<file path="config.mk">
export PLATFORM = sky130hd
export DESIGN_NAME = brick_collision
export DESIGN_NICKNAME = d
export VERILOG_FILES = /design/src/rtl/brick_collision.sv
export SDC_FILE = /design/constraint.sdc
export NUM_CORES = 1
export LEC_CHECK = 0
export BUFFER_PORTS_ARGS = -buffer_cell sky130_fd_sc_hd__buf_2
export CORE_ASPECT_RATIO = 1.4
export CORE_MARGIN = 2
export CORE_UTILIZATION = 53
export DETAILED_ROUTE_END_ITERATION = 6
export PLACE_DENSITY = 0.85
export SLEW_MARGIN = 20
export SYNTH_ARGS = -nofsm -noshare
export SYNTH_HDL_FRONTEND = slang
export SYNTH_SLANG_ARGS = --single-unit
</file>
<file path="constraint.sdc">
create_clock -name pclk -period 8.5 [get_ports pclk]
set_clock_uncertainty 0.1 [all_clocks]
set_input_delay 1.275 -clock pclk [delete_from_list [all_inputs] [get_ports pclk]]
set_output_delay 1.275 -clock pclk [all_outputs]
set_load 0.02 [all_outputs]
</file>
<file path="src/rtl/brick_collision.sv">
// Brick-wall collision responder: tests ball top/bottom edge points against a brick grid.
// Optional macro BRICK_SCORE_EN enables the destroyed-brick score counter.
module brick_collision #(
  parameter int unsigned BRICK_COLS   = 8,
  parameter int unsigned BRICK_ROWS   = 4,
  parameter int unsigned BRICK_W_LOG2 = 7,
  parameter int unsigned BRICK_H_LOG2 = 5,
  parameter int unsigned GRID_LEFT    = 0,
  parameter int unsigned GRID_TOP     = 64,
  parameter int unsigned BALL_R       = 10
) (
  input  logic                             pclk,
  input  logic                             reset,
  input  logic [11:0]                      x_pos,
  input  logic [11:0]                      y_pos,
  input  logic                             new_game,
  output logic                             collision_det,
  output logic [BRICK_ROWS*BRICK_COLS-1:0] brick_map,
  output logic [15:0]                      score,
  output logic                             all_clear
);

  localparam int unsigned NumBricks  = BRICK_ROWS * BRICK_COLS;
  localparam int unsigned IdxW       = (NumBricks > 1) ? $clog2(NumBricks) : 1;
  localparam int unsigned GridWidth  = BRICK_COLS << BRICK_W_LOG2;
  localparam int unsigned GridHeight = BRICK_ROWS << BRICK_H_LOG2;

  typedef enum logic [1:0] {StIdle, StCheckTop, StCheckBot} state_e;

  state_e               state_q, state_d;
  logic [11:0]          px_l, py_l, px_d, py_d;
  logic                 coll_q, coll_d;
  logic [NumBricks-1:0] map_q, map_d;

  logic [31:0]          pt_x, pt_y, dx, dy;
  logic                 pt_valid, in_grid, hit, take;
  logic [IdxW-1:0]      idx;

  // Test point follows the check state; the top point is dropped when it would wrap above y=0.
  always_comb begin
    pt_x = {20'd0, px_l};
    if (state_q == StCheckBot) begin
      pt_y     = {20'd0, py_l} + BALL_R;
      pt_valid = 1'b1;
    end else begin
      pt_y     = {20'd0, py_l} - BALL_R;
      pt_valid = ({20'd0, py_l} >= BALL_R);
    end
    // Unsigned offsets wrap to huge values left/above the grid, so one compare bounds each axis.
    dx      = pt_x - GRID_LEFT;
    dy      = pt_y - GRID_TOP;
    in_grid = pt_valid && (dx < GridWidth) && (dy < GridHeight);
    idx     = IdxW'((dy >> BRICK_H_LOG2) * BRICK_COLS + (dx >> BRICK_W_LOG2));
    hit     = in_grid && map_q[idx];
  end

  always_comb begin
    state_d = state_q;
    px_d    = px_l;
    py_d    = py_l;
    coll_d  = coll_q;
    map_d   = map_q;
    take    = 1'b0;

    unique case (state_q)
      StIdle: begin
        if ({x_pos, y_pos} != {px_l, py_l}) begin
          px_d    = x_pos;
          py_d    = y_pos;
          coll_d  = 1'b0;
          state_d = StCheckTop;
        end
      end
      StCheckTop: begin
        if (hit) begin
          take    = 1'b1;
          state_d = StIdle;
        end else begin
          state_d = StCheckBot;
        end
      end
      StCheckBot: begin
        take    = hit;
        state_d = StIdle;
      end
      default: state_d = StIdle;
    endcase

    if (take) begin
      map_d[idx] = 1'b0;
      coll_d     = 1'b1;
    end

    // Latched position is deliberately kept across a new game.
    if (new_game) begin
      state_d = StIdle;
      px_d    = px_l;
      py_d    = py_l;
      coll_d  = 1'b0;
      map_d   = '1;
      take    = 1'b0;
    end
  end

  always_ff @(posedge pclk or posedge reset) begin
    if (reset) begin
      state_q <= StIdle;
      px_l    <= 12'd0;
      py_l    <= 12'd0;
      coll_q  <= 1'b0;
      map_q   <= '1;
    end else begin
      state_q <= state_d;
      px_l    <= px_d;
      py_l    <= py_d;
      coll_q  <= coll_d;
      map_q   <= map_d;
    end
  end

`ifdef BRICK_SCORE_EN
  logic [15:0] score_q;

  always_ff @(posedge pclk or posedge reset) begin
    if (reset) begin
      score_q <= 16'd0;
    end else if (new_game) begin
      score_q <= 16'd0;
    end else if (take && (score_q != 16'hFFFF)) begin
      score_q <= score_q + 16'd1;
    end
  end

  assign score = score_q;
`else
  assign score = 16'd0;
`endif

  assign collision_det = coll_q;
  assign brick_map     = map_q;
  assign all_clear     = ~|map_q;

endmodule

</file>
==> impl_metrics.py <==
metrics = {
    "cts": {
        "clkLatencyLatePin_ns": 0.36,
        "cts-root-buf": "clkbuf_8",
        "htreeDepth": 3,
        "path_clk_slew_ns": 0.06,
        "numClockSinks": 59,
        "cts_hold_buf": 0,
        "cts_tree": "done",
        "cts_buffers": 9,
        "clockBufferDepth": 2,
        "cts.repair.resized": 0,
        "cts_setup_buffers": 0,
    },
    "power_and_ir_drop": {
        "ir_worst_vdd_uv": 119.9,
        "power_leakage_nw": 1.706,
        "power_density_mw_per_mm2": 224.8,
        "power.total_mw": 0.9711,
    },
    "routing": {
        "drt-total-wl_mm": 9.250,
        "drc": 0,
        "viasPerCell": 5.959,
        "wl_per_cell_um": 18.07,
        "dr.pass1.iters": 5,
        "ant_nets": 0,
        "vias": 3051,
        "drt_iter0_markers": 208,
    },
    "critical_path": {
        "worst-setup-path-type": "reg2reg",
        "crit_fanout": 32,
        "required_ns": 8.64,
        "endpoint_kind": "flip-flop",
        "crit_top_cell": "ha_1",
        "reg2reg_depth": 15,
        "cpMaxStageDelayCell": "and2_2",
        "start_kind": "flip-flop",
        "crit_chain": "inv_1, ha_1, nor3_4, nand2_2, or3_1, a221o_1, nor3_1, o21ai_0, ha_1, or3b_2, nor4_1, nand4b_1, nor4_2, and2_2, a31oi_1",
        "worst-endpoint-arrival_ns": 4.53,
        "max_stage_delay_ns": 0.59,
        "r2r_slack_ns": 4.10,
    },
    "hold_path": {
        "whs_path_depth": 2,
        "hold_class": "reg2reg",
    },
    "sta": {
        "drv_slew": 0,
        "rsz0062_at_grt": "false",
        "finalHoldViolCount": 0,
        "period_share_pct": 51.71,
        "setup-tns-final_ns": 0,
        "worstMarginPinSlew_ns": 0.7378,
        "relSlewSlack_pct": 50.81,
        "fmax_ghz": 0.2275,
        "min_period_ns": 4.395,
        "worst_slack_ns": 4.105,
        "setup_violations": 0,
    },
    "logic_synthesis": {
        "synth_area_leaders": "dfstp_2 (21%), dfrtp_1 (17%), mux2_4 (7.6%)",
        "synth_top_cell_area_share_pct": 21.35,
        "postSynthRegisterBits": 59,
        "synth.distinct_cells": 59,
        "synth_area_leader_cell": "dfstp_2",
        "async_flop_share_pct": 100.0,
        "syn-cell-area_mm2": 0.003938,
        "synth_edf_count": 0,
        "syn_avg_cell_area_um2": 10.82,
        "yosysWarnings": 0,
        "synthCells": 364,
        "synth_ff_type": "dfstp_2",
        "ys_seq_area_share_pct": 38.51,
    },
    "place": {
        "dp_slack_ns": 3.727,
        "place.gp.congestion": 0.8751,
        "hpwl_mm": 6.368,
        "port_buffers": 60,
        "post-place-cells": 496,
    },
    "grt": {
        "grt_max_degree": 60,
        "grtUsageTotal_pct": 24.00,
        "grt_pass1_wl_mm": 15.35,
        "first_global_vias": 3131,
        "grt_overflow": 0,
        "antenna_found_initial": 0,
    },
    "cells_and_area": {
        "layout_common_cells": "buf_2 (60), nor2_1 (49), a31oi_1 (33), dfstp_2 (32), xor2_1 (28)",
        "instances_no_fill": 512,
        "final_common_cell": "buf_2",
        "fillers": 596,
        "area_delta_synth_final_pct": 9.723,
        "drive_gt1_share_pct": 36.14,
        "n_antenna_cell": 0,
        "nets": 445,
    },
    "die": {
        "rows": 37,
        "die_area_mm2": 0.008144,
        "fp.dieH_um": 106.0,
        "initial_core_util_pct": 54.17,
        "pin_count": 77,
        "core_area_mm2": 0.007268,
        "fp.dieW_um": 76.85,
    },
    "run_status": {
        "outcome": "complete, no violations",
    },
    "flow_run": {
        "maxCapViolCount": 0,
    },
}
[routing by layer]
layer,up-vias,share of wire (%),global-route usage [%]
li1,1397,-,-
met1,1500,40,28.16
met2,130,52,41.10
met3,24,5.5,5.263
met4,0,3.1,12.21
met5,-,0,0
[Yosys cell counts (3+ instances only)]
library cell and number:
nand3b_1 3, buf_4 20, nor4_1 15, buf_2 5
a31oi_1 33, nor2b_1 3, xnor2_1 4, dfstp_2 32
nand4_1 4, nand2_1 8, buf_6 9, xor2_1 28
dfrtp_1 27, mux2_4 20, nand3_1 10, inv_1 4
clkbuf_1 5, mux4_1 8, o21ai_0 7, mux2_2 4
nor2_1 49, nor3_1 10, ha_1 8
[critical path, delay by kind of cell, from the launching register on]
family	cells	cell delay (ns)
AO/OA/AOI/OAI	3	0.70
adder cells (fa/ha/maj)	2	0.58
buffers and inverters	1	0.07
flip-flops	1	0.37
AND/OR/NAND/NOR	9	2.46
[metrics by stage]
step / hold WS, ns / util, % / instance area [µm²]
2_1_floorplan: 0.4011 / - / 3994
3_3_place_gp: 0.3840 / 56.27 / 4090
3_5_place_dp: 0.3961 / 56.27 / 4090
4_1_cts: 0.4062 / 59.43 / 4319
5_1_grt: 0.4216 / 59.44 / 4320
6_report: 0.4059 / 59.44 / 4320
[path summary, 6_finish.rpt]
kind,startpoint,to
worst max-delay path,state_q[0],brick_map[1]
worst min-delay path,brick_map[20],brick_map[20]
worst max register to register,state_q[0],brick_map[1]
worst min register to register,brick_map[20],brick_map[20]
max in group asynchronous,reset,px_l[1]
min in group asynchronous,reset,px_l[7]
[sequential cells by signal, summed over array words and instances (netlist names)]
signal,flops
brick_map,32
px_l,12
py_l,12
state_q,2
collision_det,1
[where the power goes]
part	leakage [nW]	internal (mW)	switching (mW)
Clock	0.117	0.181	0.118
Combinational	0.932	0.132	0.181
Sequential	0.657	0.305	0.0536
Total	1.71	0.619	0.353
[cell type report]
class / count / area, µm² / area share (%)
tap: 97 / 121.4 / 2.809
clock inverter: 4 / 73.82 / 1.709
multi-input combinational: 274 / 2123 / 49.15
timing repair buffer: 62 / 315.3 / 7.298
inverter: 4 / 15.01 / 0.3475
sequential: 59 / 1516 / 35.10
clock buffer: 12 / 155.1 / 3.591
[kinds of logic (layout without fill, tap and decap cells)]
family / after synthesis / in the layout / synth area share, %
and+or+nand+nor: 125 / 125 / 17.35
AOI/OAI and AO/OA: 59 / 59 / 10.42
DFF: 59 / 59 / 38.51
buffers and inverters: 46 / 82 / 9.024
xor gates and xnor gates: 33 / 33 / 7.690
muxes: 33 / 33 / 14.36
adders and majority gates: 8 / 8 / 2.542
other: 1 / 16 / 0.09524
Note: power is estimated with default switching activity, not from simulation.
